--- config.mk ---
export PLATFORM = sky130hd
export DESIGN_NAME = led_pattern_seq
export DESIGN_NICKNAME = d
export VERILOG_FILES = /design/src/rtl/led_seq_pkg.sv /design/src/rtl/led_pwm.sv /design/src/rtl/led_pattern_seq.sv
export SDC_FILE = /design/constraint.sdc
export NUM_CORES = 1
export LEC_CHECK = 0
export CORE_MARGIN = 2
export CORE_UTILIZATION = 52
export CTS_CLUSTER_SIZE = 24
export DETAILED_ROUTE_END_ITERATION = 6
export GPL_TIMING_DRIVEN = 0
export HOLD_SLACK_MARGIN = 0.1
export PLACE_DENSITY = 0.75
export SETUP_SLACK_MARGIN = 0.02
export SYNTH_ARGS = -nofsm -noshare
export SYNTH_HDL_FRONTEND = slang
export SYNTH_HIERARCHICAL = 1
export SYNTH_SLANG_ARGS = --single-unit
export TNS_END_PERCENT = 30
--- constraint.sdc ---
create_clock -name clk_25mhz -period 2.75 [get_ports clk_25mhz]
set_input_delay 0.55 -clock clk_25mhz [delete_from_list [all_inputs] [get_ports clk_25mhz]]
set_output_delay 0.55 -clock clk_25mhz [all_outputs]
set_load 0.01 [all_outputs]
--- src/rtl/led_seq_pkg.sv ---
// Shared types and constants for the LED pattern sequencer.
package led_seq_pkg;

  typedef enum logic [1:0] {
    MODE_CHASE   = 2'd0,
    MODE_BOUNCE  = 2'd1,
    MODE_BREATHE = 2'd2
  } mode_t;

  localparam logic DIR_UP = 1'b0;
  localparam logic DIR_DN = 1'b1;

  function automatic int unsigned dmax(input int unsigned bits);
    return (1 << bits) - 1;
  endfunction

endpackage

--- src/rtl/led_pwm.sv ---
// Free-running PWM counter and lit comparator; duty==DMAX forces the output fully on.
module led_pwm
  import led_seq_pkg::*;
#(
  parameter int unsigned PWM_BITS = 8
) (
  input  logic                clk_25mhz,
  input  logic                rst_i,
  input  logic [PWM_BITS-1:0] duty_i,
  output logic                lit_o
);

  localparam logic [PWM_BITS-1:0] DMAX = PWM_BITS'(dmax(PWM_BITS));

  logic [PWM_BITS-1:0] pwm_cnt;

  always_ff @(posedge clk_25mhz) begin
    if (rst_i) pwm_cnt <= '0;
    else       pwm_cnt <= pwm_cnt + 1'b1;
  end

  assign lit_o = (pwm_cnt < duty_i) || (duty_i == DMAX);

endmodule

--- src/rtl/led_pattern_seq.sv ---
// LED animation sequencer (CHASE / BOUNCE / BREATHE) with PWM brightness.
// Define LED_GAMMA_EN for a squared (gamma~2) duty in BREATHE, one extra clk of lag.
module led_pattern_seq
  import led_seq_pkg::*;
#(
  parameter int unsigned N_LED    = 8,
  parameter int unsigned PWM_BITS = 8,
  parameter int unsigned BRIGHT   = 255,
  parameter int unsigned STEP     = 16
) (
  input  logic             clk_25mhz,
  input  logic             rst_i,
  input  logic             tick_i,
  input  logic             next_i,
  output logic [N_LED-1:0] led_o
);

  localparam int unsigned POS_W = $clog2(N_LED);
  localparam logic [PWM_BITS-1:0] DMAX     = PWM_BITS'(dmax(PWM_BITS));
  localparam logic [PWM_BITS-1:0] BRIGHT_D = PWM_BITS'(BRIGHT);
  localparam logic [PWM_BITS:0]   STEP_W   = (PWM_BITS + 1)'(STEP);
  localparam logic [PWM_BITS:0]   DMAX_W   = {1'b0, DMAX};
  localparam logic [POS_W-1:0]    POS_LAST = POS_W'(N_LED - 1);
  localparam logic [POS_W-1:0]    POS_PEN  = POS_W'(N_LED - 2);

  mode_t               mode, mode_n;
  logic [POS_W-1:0]    pos, pos_n;
  logic                dir, dir_n;
  logic [PWM_BITS-1:0] duty, duty_n;
  logic [PWM_BITS:0]   sum, diff;
  logic [PWM_BITS-1:0] breathe_d, active_d;
  logic [N_LED-1:0]    onehot;
  logic                lit;

  always_ff @(posedge clk_25mhz) begin
    if (rst_i) begin
      mode <= MODE_CHASE;
      pos  <= '0;
      dir  <= DIR_UP;
      duty <= '0;
    end else begin
      mode <= mode_n;
      pos  <= pos_n;
      dir  <= dir_n;
      duty <= duty_n;
    end
  end

  // A mode change takes priority over a coincident tick, which is dropped.
  always_comb begin
    mode_n = mode;
    pos_n  = pos;
    dir_n  = dir;
    duty_n = duty;
    sum    = {1'b0, duty} + STEP_W;
    diff   = {1'b0, duty} - STEP_W;
    if (next_i) begin
      case (mode)
        MODE_CHASE:  mode_n = MODE_BOUNCE;
        MODE_BOUNCE: mode_n = MODE_BREATHE;
        default:     mode_n = MODE_CHASE;
      endcase
      pos_n  = '0;
      dir_n  = DIR_UP;
      duty_n = '0;
    end else if (tick_i) begin
      case (mode)
        MODE_CHASE: pos_n = (pos == POS_LAST) ? '0 : pos + 1'b1;
        MODE_BOUNCE: begin
          if (dir == DIR_UP) begin
            if (pos == POS_LAST) begin
              dir_n = DIR_DN;
              pos_n = POS_PEN;
            end else begin
              pos_n = pos + 1'b1;
            end
          end else begin
            if (pos == '0) begin
              dir_n = DIR_UP;
              pos_n = POS_W'(1);
            end else begin
              pos_n = pos - 1'b1;
            end
          end
        end
        MODE_BREATHE: begin
          if (dir == DIR_UP) begin
            if (sum >= DMAX_W) begin
              duty_n = DMAX;
              dir_n  = DIR_DN;
            end else begin
              duty_n = sum[PWM_BITS-1:0];
            end
          end else begin
            // diff MSB is the borrow: an underflow or exact zero both land on 0.
            if (diff[PWM_BITS] || (diff == '0)) begin
              duty_n = '0;
              dir_n  = DIR_UP;
            end else begin
              duty_n = diff[PWM_BITS-1:0];
            end
          end
        end
        default: ;
      endcase
    end
  end

`ifdef LED_GAMMA_EN
  logic [2*PWM_BITS-1:0] sq;
  logic [PWM_BITS-1:0]   g;

  assign sq = {{PWM_BITS{1'b0}}, duty} * {{PWM_BITS{1'b0}}, duty};

  always_ff @(posedge clk_25mhz) begin
    if (rst_i)              g <= '0;
    else if (duty == DMAX)  g <= DMAX;
    else                    g <= PWM_BITS'(sq >> PWM_BITS);
  end

  assign breathe_d = g;
`else
  assign breathe_d = duty;
`endif

  assign active_d = (mode == MODE_BREATHE) ? breathe_d : BRIGHT_D;
  assign onehot   = {{(N_LED-1){1'b0}}, 1'b1} << pos;

  led_pwm #(
    .PWM_BITS(PWM_BITS)
  ) u_pwm (
    .clk_25mhz(clk_25mhz),
    .rst_i    (rst_i),
    .duty_i   (active_d),
    .lit_o    (lit)
  );

  always_ff @(posedge clk_25mhz) begin
    if (rst_i)                      led_o <= '0;
    else if (mode == MODE_BREATHE)  led_o <= {N_LED{lit}};
    else                            led_o <= onehot & {N_LED{lit}};
  end

endmodule

==> results of run 1 <==
[kinds of logic (layout without fill, tap and decap cells)]
group / count (synthesis) / in the layout / synth area share, %
AO/OA/AOI/OAI: 41 / 41 / 15.61
XOR/XNOR: 6 / 6 / 3.035
adder cells (fa/ha/maj): 26 / 26 / 18.79
buffers and inverters: 29 / 43 / 7.225
flip-flops: 27 / 27 / 31.21
multiplexers: 5 / 5 / 2.890
AND/OR/NAND/NOR: 77 / 77 / 21.24
[layer usage]
layer	GRT usage (%)	vias up
met5	0	-
met4	6.383	0
met3	2.070	4
met2	29.47	24
met1	26.64	617
li1	-	744
[registers in the layout (all words and copies together) (netlist names)]
signal / cells
led_o: 8
mode: 2
u_pwm/pwm_cnt: 8
dir: 1
breathe_d: 5
pos: 3
[power by group through the flow]
stage / clock network, mW / registers, mW / logic (mW)
after detailed placement: 0 / 0.424 / 0.0968
after CTS: 0.180 / 0.416 / 0.0973
after floorplan: 0 / 0.424 / 0.0630
after global placement: 0 / 0.424 / 0.0950
after global routing: 0.189 / 0.418 / 0.112
final: 0.171 / 0.415 / 0.0978
[worst reg2reg max path: stages, from the launching register on]
cell,delay [ps]
dfxtp_1,400
inv_1,80
ha_1,300
clkbuf_2,230
nand2_1,120
inv_1,50
ha_1,300
a21oi_1,150
nor2b_1,60
o41ai_1,300
nand2b_1,100
clkbuf_1,190
nor2_1,140
[cell type report]
class	count	area [sq um]	area share (%)
Multi-Input combinational cell	155	1066	55.40
Sequential cell	27	540.5	28.09
Timing Repair Buffer	11	110.1	5.722
Inverter	21	78.83	4.096
Tap cell	44	55.05	2.861
Buffer	7	43.79	2.276
Clock buffer	3	22.52	1.170
Clock inverter	1	7.507	0.3901
[placed cells by master, fill, tap and decap left out, drive strengths merged, types with 2 or more instances in the layout]
master         count
nor2b              4
mux2i              5
xor2               5
a211o              2
o41ai              2
nand3              9
nand4              4
nand2b             5
a21oi             18
buf                3
nor3               4
nor2              30
nand3b             2
a211oi             2
and3               3
clkdlybuf4s50     11
clkbuf             7
o21ai              8
nand2             13
dfxtp             27
ha                26
inv               21
[worst max-delay path by stage]
stage	endpoint	depth (start not counted)	start	slack [ps]
2_1_floorplan	led_o[0]	13	mode[0]	470
3_5_place_dp	led_o[0]	13	mode[0]	120
6_report	led_o[0]	12	mode[0]	290
5_1_grt	led_o[1]	12	mode[0]	90
3_3_place_gp	led_o[0]	13	mode[0]	110
4_1_cts	led_o[6]	13	mode[0]	80
==> results.txt, run 1 <==
The flow ran to the end, and the final reports show no timing, DRC or antenna violations. The final wirelength is roughly 3100 microns. The detailed router used layers up to and including met4. The headroom to the max-slew limit came out at approximately 55%. The largest stage delay on the critical path came out at about 400 ps. The capture instance of the worst register-to-register path is led_o[0]. Clock tree synthesis found a total of 27 sinks. The switching power of the nets is 0.1816 mW. The setup slack on the worst flop-to-flop path came out at approximately 290 ps.

The width of the die came out at 61.71 microns. The number of buffers inserted by hold repair at cts is 0. Dividing total power by cell area gives a power density of about 360 nW/um^2. The relative contribution of sequential cells to total power is around three fifths. The slowest cell on the critical path is dfxtp_1.

The final antenna diode count came out at 0. The total nets after synthesis is about 240. The post-synthesis to final-layout area growth came out at 11.13%. In this run, placement finished with an instance count of ~270. The post-route met1 wirelength is between 1500 and 2000 microns.

The detailed-route wire length per cell came out at 11.64 microns. The post-CTS setup-driven buffer insertion count came out at 0. The final instance count without filler cells came out at between 200 and 300. The final clock period utilization by the worst path is between 80% and 90%. The highest clock frequency the design can meet is 406.4 MHz. In this run the worst path has a maximum fanout of 10.

The share of total power in the clock network came out at approximately a quarter. The die extent in y is roughly 62 microns. By area the synthesized netlist is led by dfxtp_1 (31%), ha_1 (19%), nor2_1 (6.5%), a21oi_1 (4.9%), inv_1 (4.6%).

The routed wire length on met2 came out at approximately 1400 microns. The slew of the pin with the lowest slew margin is between 600 and 700 ps. The initial DRC count is between 60 and 70.

The switching part of the total came out at 26.56%. Ranked by instance count, the synthesized netlist is headed by nor2_1 (30), dfxtp_1 (27), ha_1 (26), inv_1 (21), a21oi_1 (17). Once layout is complete, the utilization of the core stands at between 60 and 70%. The number of I/O port buffers came out at 11. STA classifies the critical path endpoint as a flop.

The first global-routing pass estimated 5430 microns of wire. The unique cell type count in the Yosys netlist is 39. The register bit total from synthesis is 27. For this run, the leading register cell type out of synthesis is dfxtp_1. The minimum clock period after layout came out at 2461 ps. Summed over all nets, the half-perimeter wirelength after detailed placement is between 2000 and 2500 microns. The number of global-route vias before repair came out at 1265. The number of gates given a new drive strength after cts came out at 0. The tree is rooted in a clkbuf_4. The count of cells along the worst register-to-register path is 12. The kind of cell with the highest combined delay along the critical path is adder cells. The critical path data arrival time came out at roughly 2700 ps. The clock latency reported for the late side of the worst-skew pair is 320 ps. Entering global routing, the biggest net connects 17 pins. Across the run, the number of max-cap violations was 0. The total I/O pin count came out at 12. The clock passes through at most 2 buffers. The signal on the critical path passes through inv_1 > ha_1 > clkbuf_2 > nand2_1 > inv_1 > ha_1 > a21oi_1 > nor2b_1 > o41ai_1 > nand2b_1 > clkbuf_1 > nor2_1.

The register area share after synthesis came out at 31.21%. The count of TritonRoute iterations in the first routing pass came out at 4. The post-route clock skew came out at approximately 1.6 ps. The analysis attributes to cell leakage a power of between 0.8 and 0.9 nW. The number of enable flip-flop cells after synthesis is 0.

The initial antenna violation count came out at 0. The clock transition time at the flip-flop clock pins of the worst setup and hold paths is ~140 ps. The fraction of final layout cells with drive strength greater than 1 is approximately 6.2%. The starting density of the core came out at a little under three fifths.

The area inside the core boundary is between 3000 and 4000 sq um. In this run the worst hold path is classified as reg -> reg. In this run the cell area measured after placement is between 1500 and 2000 sq um. Setup violations remaining at the end of the flow were counted as 0. The TritonCTS clock tree is built. After layout, the worst setup slack is roughly 290 ps.

The critical path is of the reg -> reg type. The fraction of synthesis flops using an asynchronous set or reset pin is 0%. The hold path depth is 2. The residual antenna-violating net count after detailed routing is 0. The area share of the leading cell type in the synthesized netlist came out at about 31%. The share of power burned in combinational logic is between 10% and 20%.

The die covers roughly 3800 sq um. The worst hold path begins at pos[1]. The number of instances in the synthesized netlist came out at around 210. The worst hold path terminates at pos[1].

The required time reported for the critical path endpoint came out at ~3000 ps. For this run the aggregate overflow at the end of global routing stands at 0. The number of max-slew violations in the final report came out at 0. Yosys printed 6 warnings. The number of filler instances in the final layout is between 300 and 400. Prior to clock tree synthesis, the placed netlist has a worst setup slack of 123.1 ps. The cell with the most instances after synthesis is nor2_1. Clock tree synthesis inserted a total of 3 buffers.

The number of vias per cell came out at roughly 5.2. The synthesized area divided by synthesized cell count came out at 8.207 sq um. The post-route total power came out at between 0.6 and 0.7 mW. The total vias in the final route came out at 1389.

The worst register-to-register path begins at mode[0]. For this run, design rule violations remaining after detail routing come to 0. The final standard cell area without fillers came out at between 1500 and 2000 sq um. Setup repair after global routing left no endpoint under its margin.

The count of nets after finishing is approximately 260. The final sum of negative setup slack came out at 0 ps. The worst setup path is launched from a flop. The library cell occupying the most area in the post-synthesis netlist is dfxtp_1. VDD sags by at most roughly 0.00022 V. The internal cell power is between 0.5 and 0.6 mW. At the end of routability-driven placement, the weighted congestion stood at slightly below 0.9. The post-synthesis cell area is approximately 1700 sq um. Global routing used between 10% and 20% of the available tracks across all layers. The wire length on met3 is approximately 100 microns.

The final hold violation count is 0. CTS built an H-tree with a depth of 1. The final-layout worst hold slack came out at ~500 ps. Counting both buffers and inverters, the worst setup path holds a total of 4.

After floorplanning, the core was divided into 20 placement rows.
Note: power is estimated with default switching activity, not from simulation.
==> inputs of run 2 (changes only) <==
--- a/config.mk
+++ b/config.mk
@@ -6,12 +6,12 @@
 export NUM_CORES = 1
 export LEC_CHECK = 0
 export CORE_MARGIN = 2
-export CORE_UTILIZATION = 52
+export CORE_UTILIZATION = 36
 export CTS_CLUSTER_SIZE = 24
 export DETAILED_ROUTE_END_ITERATION = 6
 export GPL_TIMING_DRIVEN = 0
 export HOLD_SLACK_MARGIN = 0.1
-export PLACE_DENSITY = 0.75
+export PLACE_DENSITY = 0.56
 export SETUP_SLACK_MARGIN = 0.02
 export SYNTH_ARGS = -nofsm -noshare
 export SYNTH_HDL_FRONTEND = slang
==> results.txt, run 2 (synthesis gave the netlist of run 1 again) <==
In this run the horizontal extent of the chip is 73.36 microns. The die extent in y came out at between 70 and 80 microns. Of all nets on the critical path, the largest fanout is 10. The post-placement cell area is 1909 sq um. The starting density of the core came out at 36.91%. The highest clock frequency the design can meet is about 410 MHz.

The global router's overall resource usage came out at about 14%. TritonCTS built the clock tree. The required time reported for the critical path endpoint is between 2000 and 3000 ps. The total vias in the final route came out at about 1.4k. After clock tree synthesis, the clock-pin slew on the worst setup and hold paths is about 100 ps.

The largest net degree at the start of global routing came out at 17. The final wirelength came out at 3390 microns. Of the available clock period, the critical path in the final layout requires 88.64%. The detailed-route wire length per cell is around 12 microns. The count of nets after finishing is approximately 260. The floorplan has 25 rows. The clock latency reported for the late side of the worst-skew pair is 270 ps. The number of filler instances in the final layout came out at just under 500. The critical path in this run is classified as reg -> reg.

Setup repair after global routing left no endpoint under its margin. The post-route clock skew came out at around 1.5 ps. The remaining routing DRC violations came out at 0.

The final hold violation count came out at 0. The final sum of negative setup slack came out at 0 ps. The leakage power summed over all cells came out at between 0.8 and 0.9 nW. The total I/O pin count came out at 12. The level count of the clock H-tree is 1. The number of I/O port buffers came out at 11. The number of vias per cell came out at 4.993. The worst setup path is launched from a flop.

The worst hold path belongs to the class reg -> reg. The number of max-slew violations in the final report was 0. The slowest stage of the critical path belongs to the cell dfxtp_1.

The signal on the critical path passes through inv_1 > ha_1 > clkbuf_2 > nand2_1 > inv_1 > ha_1 > a21oi_1 > nor2b_1 > o41ai_1 > nand2b_1 > nor2_1. The residual antenna-violating net count after detailed routing is 0. The top cell types in the final layout, fill and taps aside, are nor2_1 (30), dfxtp_1 (27), ha_1 (26), inv_1 (21), a21oi_1 (17). The post-synthesis to final-layout area growth came out at 12.72%. Routability-driven placement finished with a final weighted congestion of a little under 0.8. The global-route congestion overflow total came out at 0. The element type at the critical path end is a flop.

The critical path data arrival time came out at roughly 2700 ps. The number of CTS-inserted buffers is 3. The most frequent standard cell in the layout excluding fill and tap cells is nor2_1. The slew of the pin with the lowest slew margin came out at 599.1 ps. In the final layout, the share of cells above drive strength 1 is under 10%. Post-CTS timing repair inserted 0 buffers for setup.

The final antenna diode count came out at 0. The minimum clock period after layout came out at approximately 2400 ps. The total of max-cap violations came out at 0. In this run, the number of DRC markers left after iteration 0 of detailed routing was 48. The first TritonRoute pass finished after 4 iterations.

The run finished with clean final reports. In this run the tightest slew margin relative to its limit is between 50% and 60%. The number of buffers between clock root and the deepest sink came out at 2.

The wire length of the first global-routing pass came out at approximately 6000 microns. The largest stage delay on the critical path came out at 390 ps. The area inside the core boundary came out at 4692 sq um.

The number of sinks handled by clock tree synthesis is 27. The maximum vdd drop is roughly 0.0002 V. CTS placed an instance of clkbuf_8 at the clock tree root.

The power density over the cells is ~380 nW/um^2. Setup violations remaining at the end of the flow were counted as 0. The number of global-route vias before repair is 1326. The estimated wirelength of the detail-placed design is ~2600 microns. The setup slack on the worst flop-to-flop path is ~310 ps.

With fillers left out, the area of the finished cells amounts to 1952 sq um. The full die area came out at about 5400 sq um. The initial antenna violation count came out at 0.
[run 2: worst paths after layout]
check,start,to,cells past startpoint
min reg2reg,pos[1],pos[1],2
min,pos[1],pos[1],2
max,mode[0],led_o[5],11
max reg2reg,mode[0],led_o[5],11
[run 2: metrics by stage]
step / total power, mW / worst slack (ps) / util [%] / std cells / hold WS (ps)
5_1_grt: 0.7841 / 42.56 / 41.60 / 278 / 519.5
4_1_cts: 0.7589 / 61.62 / 41.73 / 280 / 507.9
6_report: 0.7427 / 312.4 / 41.60 / 278 / 502.1
3_3_place_gp: 0.5214 / 106.0 / 40.69 / 276 / 486.0
2_1_floorplan: 0.4868 / 470.0 / - / 211 / 445.9
3_5_place_dp: 0.5221 / 76.51 / 40.69 / 276 / 492.6
[run 2: power by group]
group / switching, mW / internal, mW
logic: 0.0540 / 0.0422
clock network: 0.129 / 0.103
registers: 0.0115 / 0.404
total: 0.194 / 0.549
[run 2: layer usage]
metal / up-vias / GRT usage (%) / wire length (microns)
li1: 735 / - / -
met1: 637 / 19.21 / 1708
met2: 14 / 22.72 / 1577
met3: 2 / 1.509 / 77
met4: 0 / 5.455 / 27
met5: - / 0 / 0
[run 2: layout make-up]
class | count | area [sq um] | share of cell area (%)
clock inverters | 1 | 7.507 | 0.3846
clock buffers | 3 | 41.29 | 2.115
flip-flops and latches | 27 | 540.5 | 27.69
plain buffers | 6 | 40.04 | 2.051
multi-input cells | 155 | 1066 | 54.62
repair buffers | 11 | 110.1 | 5.641
well taps | 54 | 67.56 | 3.462
inverters | 21 | 78.83 | 4.038
[run 2: timing repair]
action / CTS / global route
setup endpoints to repair: 0 / 8
hold buffers: 0 / 0
resized for setup: 0 / 2
[run 2: worst max-delay path, delay by kind of cell, from the launching register on]
family                     cells  cell delay [ps]
AOI/OAI and AO/OA              2              460
adders and majority gates      2              600
buffers and inverters          3              350
DFF                            1              390
and+or+nand+nor                4              570
==> patch 1: new RTL, config.mk and constraints of run 2 <==
Re-encode `mode_t` (3 values) as one-hot, 3 bits wide.
--- a/src/rtl/led_seq_pkg.sv
+++ b/src/rtl/led_seq_pkg.sv
@@ -2,8 +2,8 @@
 package led_seq_pkg;
 
-  typedef enum logic [1:0] {
-    MODE_CHASE   = 2'd0,
-    MODE_BOUNCE  = 2'd1,
-    MODE_BREATHE = 2'd2
+  typedef enum logic [2:0] {
+    MODE_CHASE   = 3'b001,
+    MODE_BOUNCE  = 3'b010,
+    MODE_BREATHE = 3'b100
   } mode_t;
 
Behaviour: same outputs for any inputs over 10 cycles, from zero or initial values and one cycle with rst_i high; not proved beyond that.
==> patch 1 against run 2 <==
Sequential cell count up 1. Worst setup slack got worse by 0.050 ns. Wire length up 6.4%. Synthesized area grew 4.4%. Clock power up 44%. Non-clock buffer count increased by 2. Total power rose by 12%. Final area increased by 6.9%. Critical endpoint is now led_o[7].
==> patch 1: results <==
[yosys]
yosysUniqueCellTypes = 48
avgSynthCellArea_um2 = 8.144
syn_nets = 248
synth_area_leaders = dfxtp_1 (31%), ha_1 (15%), nor2_1 (6.4%)
yosysSeqAreaShare = 0.3100

[cells_and_area]
nets = 263
num_antenna_cells = 0
drive_gt1_frac = 0.08475
n_fill_cell = 486

[grt]
grt_pass1_wl_um = 6361
grt_pass1_vias = 1349
grt_util_all_layers = 0.1443

[routing]
vias_per_cell = 4.970
wl_per_cell_um = 11.91
vias = 1506
drt_iter0_markers = 101

[pwr]
leakagePower_nw = 0.9207
ir_drop_uv = 230.7

[placement]
dp_cells = 300
pre_cts_ws_ns = -0.1267
gp_congestion = 0.7803
dp_hpwl_um = 2761

[clock_network]
clock_latency_ns = 0.28

[run_status]
status = finished clean

[critical_path]
worstPathArrival_ns = 2.71

[sta]
clock_skew_ns = 0.005187
fmax_mhz = 402.0
tightest_slew_ns = 0.4996
[patch 1: path summary, 6_finish.rpt]
check | start | to | cells after the start
worst max-delay path | mode[1] | led_o[7] | 12
worst min-delay path | u_pwm/pwm_cnt[0] | u_pwm/pwm_cnt[0] | 1
worst max register to register | mode[1] | led_o[7] | 12
worst min register to register | u_pwm/pwm_cnt[0] | u_pwm/pwm_cnt[0] | 1
[patch 1: final cells by class]
class / instances / area share
multi-input cells: 163 / 0.5459
clock buffers: 3 / 0.01980
well taps: 67 / 0.04019
plain buffers: 8 / 0.01860
repair buffers: 11 / 0.05279
inverters: 22 / 0.03959
clock inverters: 1 / 0.01440
flip-flops and latches: 28 / 0.2687
[patch 1: logic make-up (layout without fill, tap and decap cells)]
kind of cell	Yosys count	count (layout)	share of synthesized area
buffers and inverters	31	45	0.06712
multiplexers	2	2	0.01107
AND/OR/NAND/NOR	84	84	0.2484
adder cells (fa/ha/maj)	22	22	0.1522
AO/OA/AOI/OAI	47	47	0.1723
XOR/XNOR	8	8	0.03876
flip-flops	28	28	0.3100
[patch 1: critical path: stages, from the launching register on]
cell	delay [ns]
dfxtp_1	0.32
buf_2	0.16
nand2b_4	0.17
nor2_1	0.19
clkbuf_4	0.25
nand2_2	0.13
inv_1	0.08
ha_1	0.22
o21ai_0	0.18
a221oi_1	0.14
o41ai_2	0.26
nand2b_2	0.18
nor2_1	0.14
[patch 1: report_power, final]
group	internal, W	total (W)	leakage [nW]	switching (W)
clock network	0.000195	0.000332	0.0357	0.000137
registers	0.000416	0.000424	0.227	0.00000839
logic	0.0000340	0.0000767	0.658	0.0000427
[patch 1: stage by stage]
step	hold WS, ns	instance area, um2	util	setup TNS, ns
floorplan	0.4459	1808	-	0
global placement	0.4735	2002	0.4183	-1.110
detailed placement	0.4840	2002	0.4183	-0.8111
CTS	0.5091	2077	0.4340	0
global route	0.5598	2086	0.4358	0
finish	0.5034	2086	0.4358	0
[patch 1: timing repair]
item,CTS,global route
endpoints found under the setup margin,8,8
pin swaps,0,0
resized for setup,2,3
[patch 1: routing by layer]
| layer | vias up | global-route usage | wire, um |
|---|---|---|---|
| li1 | 798 | - | - |
| met1 | 673 | 0.1916 | 1732 |
| met2 | 31 | 0.2388 | 1687 |
| met3 | 4 | 0.03481 | 149 |
| met4 | 0 | 0.02976 | 40 |
| met5 | - | 0 | 0 |
==> patch 2: new RTL, settings of run 2 <==
Without the edit above. Change the parameter `N_LED` from 8 to 4.
--- a/src/rtl/led_pattern_seq.sv
+++ b/src/rtl/led_pattern_seq.sv
@@ -4,5 +4,5 @@
   import led_seq_pkg::*;
 #(
-  parameter int unsigned N_LED    = 8,
+  parameter int unsigned N_LED    = 4,
   parameter int unsigned PWM_BITS = 8,
   parameter int unsigned BRIGHT   = 255,
Interface: changed (resized led_o); port bits go from 12 to 8. The function was not compared with the original's and may differ.
==> patch 2 against run 2 <==
Combinational power decreased by 8.7%. Critical endpoint is now led_o[2]. Maximum frequency increased by 1.5%. Sequential share of layout area decreased by 1.8 points. Total power decreased by 2.0%. Largest power group unchanged. Final area decreased by 13%. Sequential cell count decreased by 5. Cell count decreased by 14%. Clock power increased by 29%. Wire length decreased by 12%. Global-route usage increased by 1.1 points. Worst setup slack improved by 0.037 ns. Synthesized cell count decreased by 16%. Synthesized area decreased by 14%.
==> patch 2: results <==
[yosys]
synth_xor_area_frac = 0.04706
yosysSeqAreaShare = 0.2958
synth_fa_ha_area_frac = 0.1765
synth_compound_area_frac = 0.1866
yosysUniqueCellTypes = 44
synth_area_leaders = dfxtp_1 (30%), ha_1 (18%), nor2_1 (5.3%)
syn_nets = 202
synth_commonest_cells = dfxtp_1 (22), ha_1 (21), nor2_1 (21), inv_1 (17), nand2_1 (10)

[cells_and_area]
n_fill_cell = 396
drive_gt1_frac = 0.07979
nets = 214

[routing]
firstDrtPassIters = 4
drt-total-wl_um = 2997
vias_per_cell = 5.252

[critical_path]
reg2reg_slack_ns = 0.35
r2r_end = led_o[2]
worstPathArrival_ns = 2.61
cp_max_fo = 10

[hold_path]
hold_end = u_pwm/pwm_cnt[0]
hold_path.startpoint = u_pwm/pwm_cnt[0]
worstHoldPathCells = 1

[sta]
tightest_slew_ns = 0.5220
fin_hold_ws_ns = 0.4970
clock_skew_ns = 0.003867

[placement]
port_buffers = 7
gp_congestion = 0.8155
dp_hpwl_um = 2333

[pwr]
ir_drop_uv = 254.3
leakagePower_nw = 0.8379

[grt]
grt_pass1_wl_um = 5457
grt_max_degree = 14
grt_pass1_vias = 1232

[run_status]
status = finished clean
-- patch 2: routing by layer --
layer / routed length (um) / GRT usage
met5: 0 / 0
met4: 47 / 0.05750
met3: 57 / 0.01974
met2: 1486 / 0.2670
met1: 1406 / 0.1851
-- patch 2: power by group --
part           leakage, nW  switching, W  internal [W]
logic                0.623     0.0000490     0.0000388
registers            0.179     0.0000111      0.000330
clock network       0.0357      0.000105      0.000194
-- patch 2: cell type report --
cell class	count	area, um2	area share
well taps	50	62.56	0.03676
inverters	17	63.81	0.03750
clock inverters	1	30.03	0.01765
flip-flops and latches	22	440.4	0.2588
plain buffers	6	30.03	0.01765
multi-input cells	132	963.4	0.5662
clock buffers	3	41.29	0.02426
repair buffers	7	70.07	0.04118
-- patch 2: stage by stage --
stage,cells,power [W]
2_1_floorplan,177,0.0004050
3_3_place_gp,234,0.0004308
5_1_grt,238,0.0007640
6_report,238,0.0007280
3_5_place_dp,234,0.0004358
4_1_cts,238,0.0007410
-- patch 2: how the worst max path moves through the flow --
stage	cells after the start	end	slack, ns	from
after global routing	11	led_o[3]	0.04	mode[0]
after floorplan	11	led_o[3]	0.64	mode[0]
after detailed placement	11	led_o[2]	0.15	mode[0]
after CTS	11	led_o[2]	0.13	mode[0]
final	11	led_o[2]	0.35	mode[0]
after global placement	11	led_o[3]	0.21	mode[0]
-- patch 2: worst max-delay path, stage by stage (launching register included) --
cell,delay (ns)
dfxtp_1,0.38
inv_1,0.08
ha_1,0.23
clkbuf_2,0.20
nand2b_1,0.26
inv_1,0.08
ha_1,0.29
o21ai_0,0.14
a221oi_1,0.12
o41ai_2,0.25
nand2b_1,0.17
nor2_1,0.13
